$ cat src/rtl/trace_sched_pkg.sv
// Shared types and derived constants for the serial trace scheduler.
package trace_sched_pkg;
  localparam int W         = 64;
  localparam int SLICE     = 16;
  localparam int SYM       = 2;
  localparam int N_REQ_DEF = 4;
  localparam int N_SLICE   = W / SLICE;
  localparam int N_SYM     = W / SYM;
  localparam int CTR_W     = $clog2((N_SYM > N_SLICE) ? N_SYM : N_SLICE);
  localparam int ID_W      = $clog2(N_REQ_DEF);

  typedef enum logic [1:0] {
    ST_IDLE    = 2'd0,
    ST_CAPTURE = 2'd1,
    ST_SHIFT   = 2'd2,
    ST_DONE    = 2'd3
  } state_e;
endpackage

$ cat src/rtl/trace_serial_sched_rr_arbiter.sv
// Round-robin requester search; the rotating pointer lives here and advances
// past the winner whenever the caller accepts a grant.
module rr_arbiter #(
  parameter int N_REQ = 4,
  localparam int IDW  = $clog2(N_REQ)
) (
  input  logic             clk,
  input  logic             rst_n,
  input  logic [N_REQ-1:0] req,
  input  logic             grant_en,
  output logic [N_REQ-1:0] grant,
  output logic [IDW-1:0]   idx,
  output logic             any_req
);
  logic [IDW-1:0] ptr_q, ptr_d;
  logic [IDW-1:0] cand_s;

  // First active requester at or after the pointer, wrapping around
  always_comb begin
    idx     = '0;
    any_req = 1'b0;
    cand_s  = '0;
    for (int i = 0; i < N_REQ; i++) begin
      cand_s = IDW'((int'(ptr_q) + i) % N_REQ);
      if (!any_req && req[cand_s]) begin
        any_req = 1'b1;
        idx     = cand_s;
      end else begin
        any_req = any_req;
      end
    end
  end

  // One-hot form of the winning index
  always_comb begin
    grant = '0;
    if (any_req) begin
      grant[idx] = 1'b1;
    end else begin
      grant = '0;
    end
  end

  // Pointer moves just past the accepted winner
  always_comb begin
    if (grant_en && any_req) begin
      ptr_d = (int'(idx) == N_REQ - 1) ? '0 : idx + 1'b1;
    end else begin
      ptr_d = ptr_q;
    end
  end

  // Pointer register
  always_ff @(posedge clk) begin
    if (!rst_n) begin
      ptr_q <= '0;
    end else begin
      ptr_q <= ptr_d;
    end
  end
endmodule

$ cat src/rtl/trace_serial_sched.sv
// Shared 2-bit serial trace port: arbitrate, capture a word in slices, then
// stream it LSB-first with framing, owner id and a completion ack.
module trace_serial_sched import trace_sched_pkg::*; #(
  parameter int N_REQ = N_REQ_DEF,
  localparam int IDW  = (N_REQ == N_REQ_DEF) ? ID_W : $clog2(N_REQ)
) (
  input  logic               clk,
  input  logic               rst_all_n,
  input  logic [N_REQ-1:0]   req,
  input  logic [N_REQ*W-1:0] data,
  input  logic               abort,
  output logic [N_REQ-1:0]   ack,
  output logic               busy,
  output logic [SYM-1:0]     sout,
  output logic               sout_valid,
  output logic               sout_sof,
  output logic               sout_eof,
  output logic [IDW-1:0]     sout_id
);
  state_e             state_q, state_d;
  logic [CTR_W-1:0]   ctr_q, ctr_d;
  logic [W-1:0]       k_q, k_d;
  logic [IDW-1:0]     g_q, g_d;
  logic [N_REQ-1:0]   goh_q, goh_d;
  logic [N_REQ-1:0]   ack_q, ack_d;
  logic               busy_q, busy_d;
  logic [SYM-1:0]     sout_q, sout_d;
  logic               valid_q, valid_d, sof_q, sof_d, eof_q, eof_d;
  logic [IDW-1:0]     id_q, id_d;
  logic [N_REQ-1:0]   arb_grant_s;
  logic [IDW-1:0]     arb_idx_s;
  logic               arb_any_s;
  logic [W-1:0]       word_s;

  rr_arbiter #(.N_REQ(N_REQ)) u_arb (
    .clk      (clk),
    .rst_n    (rst_all_n),
    .req      (req),
    .grant_en (state_q == ST_IDLE),
    .grant    (arb_grant_s),
    .idx      (arb_idx_s),
    .any_req  (arb_any_s)
  );

  // Word of the current owner, selected with constant slice bases
  always_comb begin
    word_s = '0;
    for (int r = 0; r < N_REQ; r++) begin
      if (g_q == IDW'(r)) begin
        word_s = data[r*W +: W];
      end else begin
        word_s = word_s;
      end
    end
  end

  // Next state, datapath and registered-output values
  always_comb begin
    state_d = state_q;
    ctr_d   = ctr_q;
    k_d     = k_q;
    g_d     = g_q;
    goh_d   = goh_q;
    ack_d   = '0;
    busy_d  = (state_q != ST_IDLE);
    sout_d  = '0;
    valid_d = 1'b0;
    sof_d   = 1'b0;
    eof_d   = 1'b0;
    id_d    = '0;
    case (state_q)
      ST_IDLE: begin
        if (arb_any_s) begin
          g_d     = arb_idx_s;
          goh_d   = arb_grant_s;
          ctr_d   = '0;
          state_d = ST_CAPTURE;
        end else begin
          state_d = ST_IDLE;
        end
      end
      ST_CAPTURE: begin
        if (abort) begin
          ctr_d   = '0;
          state_d = ST_IDLE;
        end else begin
          for (int s = 0; s < N_SLICE; s++) begin
            if (ctr_q == CTR_W'(s)) begin
              k_d[s*SLICE +: SLICE] = word_s[s*SLICE +: SLICE];
            end else begin
              k_d[s*SLICE +: SLICE] = k_d[s*SLICE +: SLICE];
            end
          end
          if (ctr_q == CTR_W'(N_SLICE - 1)) begin
            ctr_d   = '0;
            state_d = ST_SHIFT;
          end else begin
            ctr_d = ctr_q + 1'b1;
          end
        end
      end
      ST_SHIFT: begin
        // Abort beats the final symbol: nothing is emitted and no ack follows
        if (abort) begin
          ctr_d   = '0;
          state_d = ST_IDLE;
        end else begin
          sout_d  = k_q[SYM-1:0];
          valid_d = 1'b1;
          sof_d   = (ctr_q == '0);
          eof_d   = (ctr_q == CTR_W'(N_SYM - 1));
          id_d    = g_q;
          k_d     = k_q >> SYM;
          if (ctr_q == CTR_W'(N_SYM - 1)) begin
            ctr_d   = '0;
            state_d = ST_DONE;
          end else begin
            ctr_d = ctr_q + 1'b1;
          end
        end
      end
      ST_DONE: begin
        ack_d   = goh_q;
        state_d = ST_IDLE;
      end
      default: begin
        state_d = ST_IDLE;
      end
    endcase
  end

  // State and output registers
  always_ff @(posedge clk) begin
    if (!rst_all_n) begin
      state_q <= ST_IDLE;
      ctr_q   <= '0;
      k_q     <= '0;
      g_q     <= '0;
      goh_q   <= '0;
      ack_q   <= '0;
      busy_q  <= 1'b0;
      sout_q  <= '0;
      valid_q <= 1'b0;
      sof_q   <= 1'b0;
      eof_q   <= 1'b0;
      id_q    <= '0;
    end else begin
      state_q <= state_d;
      ctr_q   <= ctr_d;
      k_q     <= k_d;
      g_q     <= g_d;
      goh_q   <= goh_d;
      ack_q   <= ack_d;
      busy_q  <= busy_d;
      sout_q  <= sout_d;
      valid_q <= valid_d;
      sof_q   <= sof_d;
      eof_q   <= eof_d;
      id_q    <= id_d;
    end
  end

  assign ack        = ack_q;
  assign busy       = busy_q;
  assign sout       = sout_q;
  assign sout_valid = valid_q;
  assign sout_sof   = sof_q;
  assign sout_eof   = eof_q;
  assign sout_id    = id_q;
endmodule

$ cat config.mk
export PLATFORM = sky130hd
export DESIGN_NAME = trace_serial_sched
export DESIGN_NICKNAME = d
export VERILOG_FILES = /design/src/rtl/trace_sched_pkg.sv /design/src/rtl/trace_serial_sched_rr_arbiter.sv /design/src/rtl/trace_serial_sched.sv
export SDC_FILE = /design/constraint.sdc
export NUM_CORES = 1
export LEC_CHECK = 0
export BUFFER_PORTS_ARGS = -buffer_cell sky130_fd_sc_hd__buf_2
export CORE_MARGIN = 1
export CORE_UTILIZATION = 51
export DETAILED_ROUTE_END_ITERATION = 16
export MAX_ROUTING_LAYER = met4
export PLACE_DENSITY_LB_ADDON = 0.25
export SETUP_SLACK_MARGIN = 0.05
export SYNTH_ARGS = -nofsm -noshare
export SYNTH_HDL_FRONTEND = slang
export SYNTH_SLANG_ARGS = --single-unit
$ cat constraint.sdc
create_clock -name clk -period 3.36 [get_ports clk]
set_clock_uncertainty 0.15 [all_clocks]
set_input_delay 0.672 -clock clk [delete_from_list [all_inputs] [get_ports clk]]
set_output_delay 0.672 -clock clk [all_outputs]
set_load 0.05 [all_outputs]
==> flow_summary.yaml, run 1 <==
critical_path:
  crit_type: "flip-flop to flip-flop"
  cp-start-kind: "flip-flop"
  r2r_slack_ns: 1.01
  cp.arrival_ns: 2.48
  cp.required_ns: 3.50
  critPathCaptureType: "flip-flop"
  crit_fanout: 32
floorplanning:
  rows: 37
  start_util_pct: 53.36
  die-height_um: 106.9
  die_x_um: 106.9
  core_mm2: 0.01051
  io_pins: 275
  die-area_mm2: 0.01142
logic_synthesis:
  synthMuxAreaShare_pct: 37.13
  netlist_area_mm2: 0.005608
  synth_xor_xnor_area_share_pct: 0
  synth_area_leaders: "dfxtp_1 32%, mux4_2 26%, mux2i_1 11%"
  syn_area_per_cell_um2: 10.97
  synth_top_cell_area_share_pct: 32.49
  synth_seq_area_share_pct: 32.49
  ys_types: 40
  synthSimpleGateAreaFrac_pct: 5.779
  syn_nets: 788
  synth-edff-count: 0
  synth_fa_ha_area_share_pct: 3.124
  synth_cells: 511
  ys.flop_type: "dfxtp_1"
  async_flop_share_pct: 0
  synth_top_family_by_area: "multiplexers"
  ys_warn_count: 0
  ys_ff_latch: 91
  synth_top_area_cell: "dfxtp_1"
  synth_compound_area_share_pct: 16.09
power:
  p_leak_uw: 0.002980
  power.total_uw: 2868
  ir_drop_v: 0.0002706
  p_per_area_mw_per_mm2: 397.8
grt:
  antenna_found_initial: 2
  track_usage_pct: 28.59
  overflow: 0
  grt_max_degree: 48
  grt_pass1_wl_um: 24450
  grt_pass1_vias: 5085
drt:
  dr.first_iter.drc_count: 259
  wl_per_cell_um: 17.26
  ant_nets: 0
  dr.pass1.iters: 4
  drcViolationCount: 0
  via_per_inst: 5.642
  vias: 5083
  routed_wirelength_um: 15550
placement:
  placed_area_mm2: 0.007002
  port_buffers: 274
  gp_congestion: 0.8333
  dp_hpwl_um: 12300
clock_tree:
  cts_buffers: 9
  clkTransAtPathRegs_ns: 0.09
  cts_max_level: 3
  cts_hold_buf: 0
  post-cts-setup-buffers: 0
  ctsResizeCount: 0
  cts-root-buf: "clkbuf_8"
  clk-insertion-delay-late_ns: 0.36
  clk_path_buf_depth: 2
  clock-sinks: 91
  cts_tree: "built"
timing:
  timing.fmax_mhz: 426.2
  hold_slack_ns: 0.3159
  post-route-period-util_pct: 69.83
  worst_pin_slew_ns: 0.7886
  hold_violations: 0
  finalMaxSlewViolations: 0
  timing.slew.headroom_pct: 47.43
  rsz0062_at_grt: "no"
  post-route-min-period_ns: 2.346
  setup_viol: 0
  fin_setup_tns_ns: 0
final_layout:
  fillers: 798
  regArea_mm2: 0.001827
  multi_input_comb_area_mm2: 0.003496
  layout_common_cells: "274 x buf_2, 89 x dfxtp_1, 68 x a21oi_1"
  synthToLayoutAreaGrowth_pct: 28.56
  layout-drive-gt1-share_pct: 48.89
  final_common_cell: "buf_2"
  nets: 1035
  finalInstanceArea_mm2: 0.007209
status:
  status: "finished, final reports clean"
worst_hold_path:
  min_path_type: "flip-flop to flip-flop"
run:
  maxCapViolations: 0
## sequential cells by signal, summed over array words and instances, names as in the netlist
name and flops:
ack 4, sout_id 2, sout_eof 1, k_q 64, state_q 2, sout 2, ctr_q 5, busy 1
u_arb.ptr_q 2, g_q 2, sout_valid 1, goh_q 4, sout_sof 1
## layout make-up
class                      instances  area share [%]
antenna                            2         0.06942
clock buffer                      11           1.961
clock inverter                     5          0.8504
inverter                          12          0.6248
multi-input combinational        361           48.49
sequential                        91           25.34
tap                              136           2.360
timing repair buffer             283           20.31
## power breakdown
group | internal [µW] | total [µW] | switching (µW)
logic | 477 | 845 | 368
registers | 1170 | 1270 | 97.0
clock network | 367 | 753 | 386
## critical path: stages, from the launching register on
cell	delay (ns)
dfxtp_1	0.36
inv_1	0.12
ha_1	0.45
o21bai_2	0.24
a21oi_4	0.66
o21ai_0	0.15
a21oi_1	0.14
## synthesized netlist by cell type (3+ instances only)
master	instances
dfxtp_1	91
a21oi_1	68
mux2i_1	64
mux4_2	64
o21ai_1	45
o21ai_0	22
nand2_1	19
buf_2	17
clkbuf_1	15
ha_1	14
inv_1	12
buf_4	10
a21boi_0	7
nand3_1	6
nor2_1	6
and2_1	5
nor2b_1	5
and3_1	4
buf_6	3
## final timing paths
kind / to / depth (start not counted) / start
worst max-delay path: k_q[15] / 6 / state_q[1]
worst min-delay path: goh_q[3] / 2 / goh_q[3]
worst max register to register: k_q[15] / 6 / state_q[1]
worst min register to register: goh_q[3] / 2 / goh_q[3]
## logic make-up (layout without fill, tap and decap cells)
logic type	Yosys count	after routing
fa+ha+maj	14	14
compound gates	161	161
other cells	0	2
simple gates	58	58
mux	128	128
buf+inv	59	311
flops	91	91
## per-stage QoR
stage / utilization [%] / setup slack (ns) / cells
detailed placement: 66.63 / 1.054 / 883
CTS: 68.56 / 1.024 / 899
finish: 68.60 / 1.014 / 901
floorplan: - / 1.488 / 511
global placement: 66.63 / 1.138 / 883
global route: 68.60 / 0.8146 / 901
## per-layer routing
metal / track usage (%) / wire length [µm]
met5: - / 0
met4: 8.317 / 212
met3: 5.714 / 768
met2: 50.23 / 8494
met1: 33.11 / 6074
Note: power is estimated with default switching activity, not from simulation.
==> inputs of run 2 (changes only) <==
CORE_UTILIZATION = 47   (was 51)
clock period = 2.38 ns   (was 3.36 ns; I/O delays follow)
==> run 2 against run 1 <==
Compared with the run above:
- the run now ends with DRC left
- core utilization decreased by 4.4 points
- count of clock-buffer cells in the layout fell by 1
- maximum frequency rose by 13%
- design area grew 2.6%
- largest power group unchanged
==> flow_summary.yaml, run 2 (synthesis gave the netlist of run 1 again) <==
critical_path:
  r2r-end: "k_q[49]"
  cp.required_ns: 2.50
  reg2reg_from: "ctr_q[1]"
  crit_path_top_delay_cell: "or4b_4"
  worstPathCellList: "ha_1 > or4b_4 > a21oi_4 > buf_4 > o21ai_0 > a21oi_1"
  cp.arrival_ns: 2.20
  cp_slowest_stage_delay_ns: 0.52
  r2r_slack_ns: 0.30
  crit_type: "flip-flop to flip-flop"
  r2r_cells: 6
  critPathCaptureType: "flip-flop"
  crit_fanout: 32
  cp-start-kind: "flip-flop"
floorplanning:
  die-area_mm2: 0.01237
  rows: 39
  die_x_um: 111.2
  core_mm2: 0.01152
  io_pins: 275
  die-height_um: 111.2
  start_util_pct: 48.70
final_layout:
  nets: 1040
  final_common_cell: "buf_2"
  synthToLayoutAreaGrowth_pct: 31.86
  top_regs: "k_q (64), ctr_q (5)"
  largest_register: "k_q"
  layout-drive-gt1-share_pct: 49.35
  layout_common_cells: "274 x buf_2, 89 x dfxtp_1, 68 x a21oi_1"
  largest_register_ffs: 64
clock_tree:
  post-cts-setup-buffers: 0
  clkTransAtPathRegs_ns: 0.07
  cts_buffers: 9
  cts_hold_buf: 0
  cts_tree: "built"
  cts_max_level: 3
  clk_path_buf_depth: 2
  clock-sinks: 91
  clk-insertion-delay-late_ns: 0.34
  cts-root-buf: "clkbuf_16"
  ctsResizeCount: 0
status:
  status: "finished, violations left"
  violations: "DRC"
timing:
  timing.fmax_mhz: 481.3
  timing.slew.headroom_pct: 60.50
  worst_pin_slew_ns: 0.5913
  post-route-period-util_pct: 87.30
  post-route-min-period_ns: 2.078
  finalMaxSlewViolations: 0
  rsz0062_at_grt: "no"
  setup_viol: 0
  hold_violations: 0
  fin_setup_tns_ns: 0
worst_hold_path:
  hold_depth: 1
  hold_path_end: "sout[1]"
  hp-start: "k_q[1]"
  min_path_type: "flip-flop to flip-flop"
placement:
  dp_hpwl_um: 12190
  port_buffers: 274
  gp_congestion: 0.8582
grt:
  antenna_found_initial: 3
  overflow: 0
  grt_pass1_vias: 5143
  grt_pass1_wl_um: 25390
  grt_max_degree: 38
  track_usage_pct: 26.59
drt:
  dr.pass1.iters: 10
  routed_wirelength_um: 15480
  wl_met3_um: 753
  vias: 5102
  ant_nets: 0
  top_layer: "met4"
  wl_per_cell_um: 16.93
  via_per_inst: 5.582
  drcViolationCount: 8
  wl_met1_um: 6437
  routed-wl-met2_um: 7983
  dr.first_iter.drc_count: 237
power:
  p_leak_uw: 0.003075
  ir_drop_v: 0.0003827
  p_per_area_mw_per_mm2: 616.1
  power.total_uw: 4556
run:
  maxCapViolations: 0
run 2: worst max path at each step:
stage,from,end,slack (ns),cells after the start
after CTS,ctr_q[0],k_q[48],0.32,6
after global placement,ctr_q[0],k_q[48],0.36,6
after floorplan,ctr_q[0],state_q[0],0.53,5
after detailed placement,ctr_q[0],k_q[48],0.33,6
final,ctr_q[1],k_q[49],0.30,6
after global routing,ctr_q[1],k_q[49],0.16,6
run 2: where the power goes:
part           switching (µW)  internal [µW]
clock network             604            949
registers                80.0           1660
logic                     577            688
total                    1260           3290
run 2: per-layer routing:
metal / GRT usage [%] / up-vias
li1: - / 2477
met1: 32.83 / 2420
met2: 44.79 / 190
met3: 4.046 / 15
met4: 8.468 / 0
met5: - / -
run 2: layout make-up:
cell class / count / area (µm²)
inverters: 12 / 45.04
fillers: 924 / 4121
clock buffers: 10 / 239.0
repair buffers: 288 / 1514
multi-input cells: 361 / 3496
diodes: 3 / 7.507
clock inverters: 6 / 87.58
well taps: 143 / 178.9
flip-flops and latches: 91 / 1827
run 2: per-stage QoR:
step	worst slack [ns]	util, %	instance area [µm²]	instances	hold WS (ns)
final	0.3022	64.21	7395	914	0.3066
after global routing	0.1598	64.21	7395	914	0.3365
after CTS	0.3165	64.15	7387	911	0.3116
after detailed placement	0.3337	61.31	7061	895	0.2932
after global placement	0.3592	61.31	7061	895	0.2914
after floorplan	0.5327	-	5608	511	0.2802
run 2: worst max-delay path: cells and delay by family, from the launching register on:
family	cells	cell delay, ns
DFF	1	0.41
AOI/OAI and AO/OA	3	0.42
buffers and inverters	1	0.30
adders and majority gates	1	0.21
and+or+nand+nor	1	0.52
==> inputs of run 3 (changes only) <==
CORE_ASPECT_RATIO = 1.2   (was not set)
==> run 3 against run 2 <==
Compared with the run above:
- the run now ends clean
- hold slack improved by 0.0026 ns
- design area fell by 0.69%
- setup slack lost 0.022 ns
- first-iteration DRC count fell by 32%
- register-to-register slack got worse by 0.02 ns
- combinational power about the same
- sequential cell count did not move
- final cell count up 1.3%
- die area about the same
- global-route usage decreased by 1.6 points
- sequential power barely moved
- critical path depth shrank 1
- critical path type unchanged
- largest cell class unchanged
- highest routed layer unchanged
==> flow_summary.yaml, run 3 (synthesis gave the netlist of run 1 again) <==
drt:
  dr.pass1.iters: 4
  via_per_inst: 5.425
  ant_nets: 0
  routed_wirelength_um: 14480
  dr.first_iter.drc_count: 161
  vias: 5024
  wl_per_cell_um: 15.64
  drcViolationCount: 0
floorplanning:
  die-area_mm2: 0.01237
  io_pins: 275
  start_util_pct: 48.48
  core_mm2: 0.01157
  die-height_um: 121.7
  die_x_um: 101.7
  rows: 43
final_layout:
  postLayoutCoreUtil_pct: 63.48
  final_common_cell: "buf_2"
  stdcell_count: 926
  largest_register_ffs: 64
  nets: 1041
  largest_register: "k_q"
  top_regs: "k_q (64), ctr_q (5)"
  layout_common_cells: "274 x buf_2, 89 x dfxtp_1, 68 x a21oi_1"
  layout-drive-gt1-share_pct: 49.28
  fillers: 980
  synthToLayoutAreaGrowth_pct: 30.95
  diodes: 0
placement:
  dp_hpwl_um: 11620
  port_buffers: 274
  gp_congestion: 0.8704
  place_ws_ns: 0.2973
  placed_cells: 910
critical_path:
  cp.required_ns: 2.45
  startpoint: "ctr_q[0]"
  crit_type: "flip-flop to flip-flop"
  cp.arrival_ns: 2.17
  r2r_slack_ns: 0.28
  crit_fanout: 6
  critPathBufInv: 0
  crit_path_top_delay_cell: "or4b_4"
  cp-start-kind: "flip-flop"
  reg2reg_from: "ctr_q[0]"
  critPathTopFamily: "compound AO/OA/AOI/OAI gates"
  worstPathCellList: "ha_1 > or4b_4 > a21oi_1 > o221ai_1 > o311a_1"
  critPathCaptureType: "flip-flop"
  cp_slowest_stage_delay_ns: 0.52
timing:
  setup_ws_ns: 0.2798
  timing.slew.headroom_pct: 64.32
  post-route-min-period_ns: 2.100
  fin_setup_tns_ns: 0
  hold_slack_ns: 0.3092
  worst_pin_slew_ns: 0.5341
  setup_viol: 0
  rsz0062_at_grt: "no"
  post-route-period-util_pct: 88.24
  finalMaxSlewViolations: 0
  timing.fmax_mhz: 476.1
  hold_violations: 0
worst_hold_path:
  hp-start: "k_q[1]"
  min_path_type: "flip-flop to flip-flop"
grt:
  antenna_found_initial: 0
  grt_pass1_wl_um: 23580
  grt_pass1_vias: 5073
  overflow: 0
  grt_max_degree: 35
  track_usage_pct: 24.96
power:
  p_per_area_mw_per_mm2: 583.3
  seq_power_share_pct: 40.6
  p_comb_share_pct: 29.3
  switching_share_pct: 28.78
  power.share.clock_pct: 30.1
  p_leak_uw: 0.003051
  p_sw_uw: 1233
  ir_drop_v: 0.0003331
  p_int_uw: 3051
clock_tree:
  clkTransAtPathRegs_ns: 0.06
  cts_tree: "built"
  cts_buffers: 9
  ctsResizeCount: 0
  clk-insertion-delay-late_ns: 0.33
  cts_max_level: 3
  cts-root-buf: "clkbuf_16"
  cts_hold_buf: 0
  clk_path_buf_depth: 2
  clock-sinks: 91
  post-cts-setup-buffers: 0
run:
  maxCapViolations: 0
status:
  status: "finished, final reports clean"
[run 3: power by group through the flow]
stage	logic [µW]	clock network, µW	registers (µW)
6_report	1260	1290	1740
5_1_grt	1380	1400	1750
4_1_cts	1270	1330	1740
3_5_place_dp	1270	0	1770
3_3_place_gp	1230	0	1760
2_1_floorplan	899	0	1740
[run 3: path summary, 6_finish.rpt]
kind / depth (start not counted) / to
setup / recovery: 5 / state_q[0]
hold / removal: 1 / sout[1]
setup reg to reg: 5 / state_q[0]
hold reg to reg: 1 / sout[1]
[run 3: cell type report]
class                   count  area, µm²  area share (%)
clock buffers              10      229.0           3.118
clock inverters             6      41.29          0.5623
inverters                  12      45.04          0.6134
multi-input cells         361       3496           47.61
flip-flops and latches     91       1827           24.88
well taps                 157      196.4           2.675
repair buffers            289       1509           20.55
[run 3: worst reg2reg max path: cells and delay by family, from the launching register on]
family / cells / cell delay, ns
flops: 1 / 0.41
compound gates: 3 / 0.70
fa+ha+maj: 1 / 0.22
simple gates: 1 / 0.52
[run 3: layer usage]
metal | global-route usage (%) | vias to the layer above | share of wire [%]
li1 | - | 2481 | -
met1 | 28.57 | 2369 | 40
met2 | 44.81 | 158 | 54
met3 | 4.303 | 16 | 4.8
met4 | 6.159 | 0 | 0.94
met5 | - | - | 0
[run 3: through the flow]
step                      power (µW)  instance area [µm²]
after floorplan                 2644                 5608
after global placement          2993                 7073
after detailed placement        3037                 7073
after CTS                       4334                 7343
after global routing            4531                 7343
final                           4283                 7343
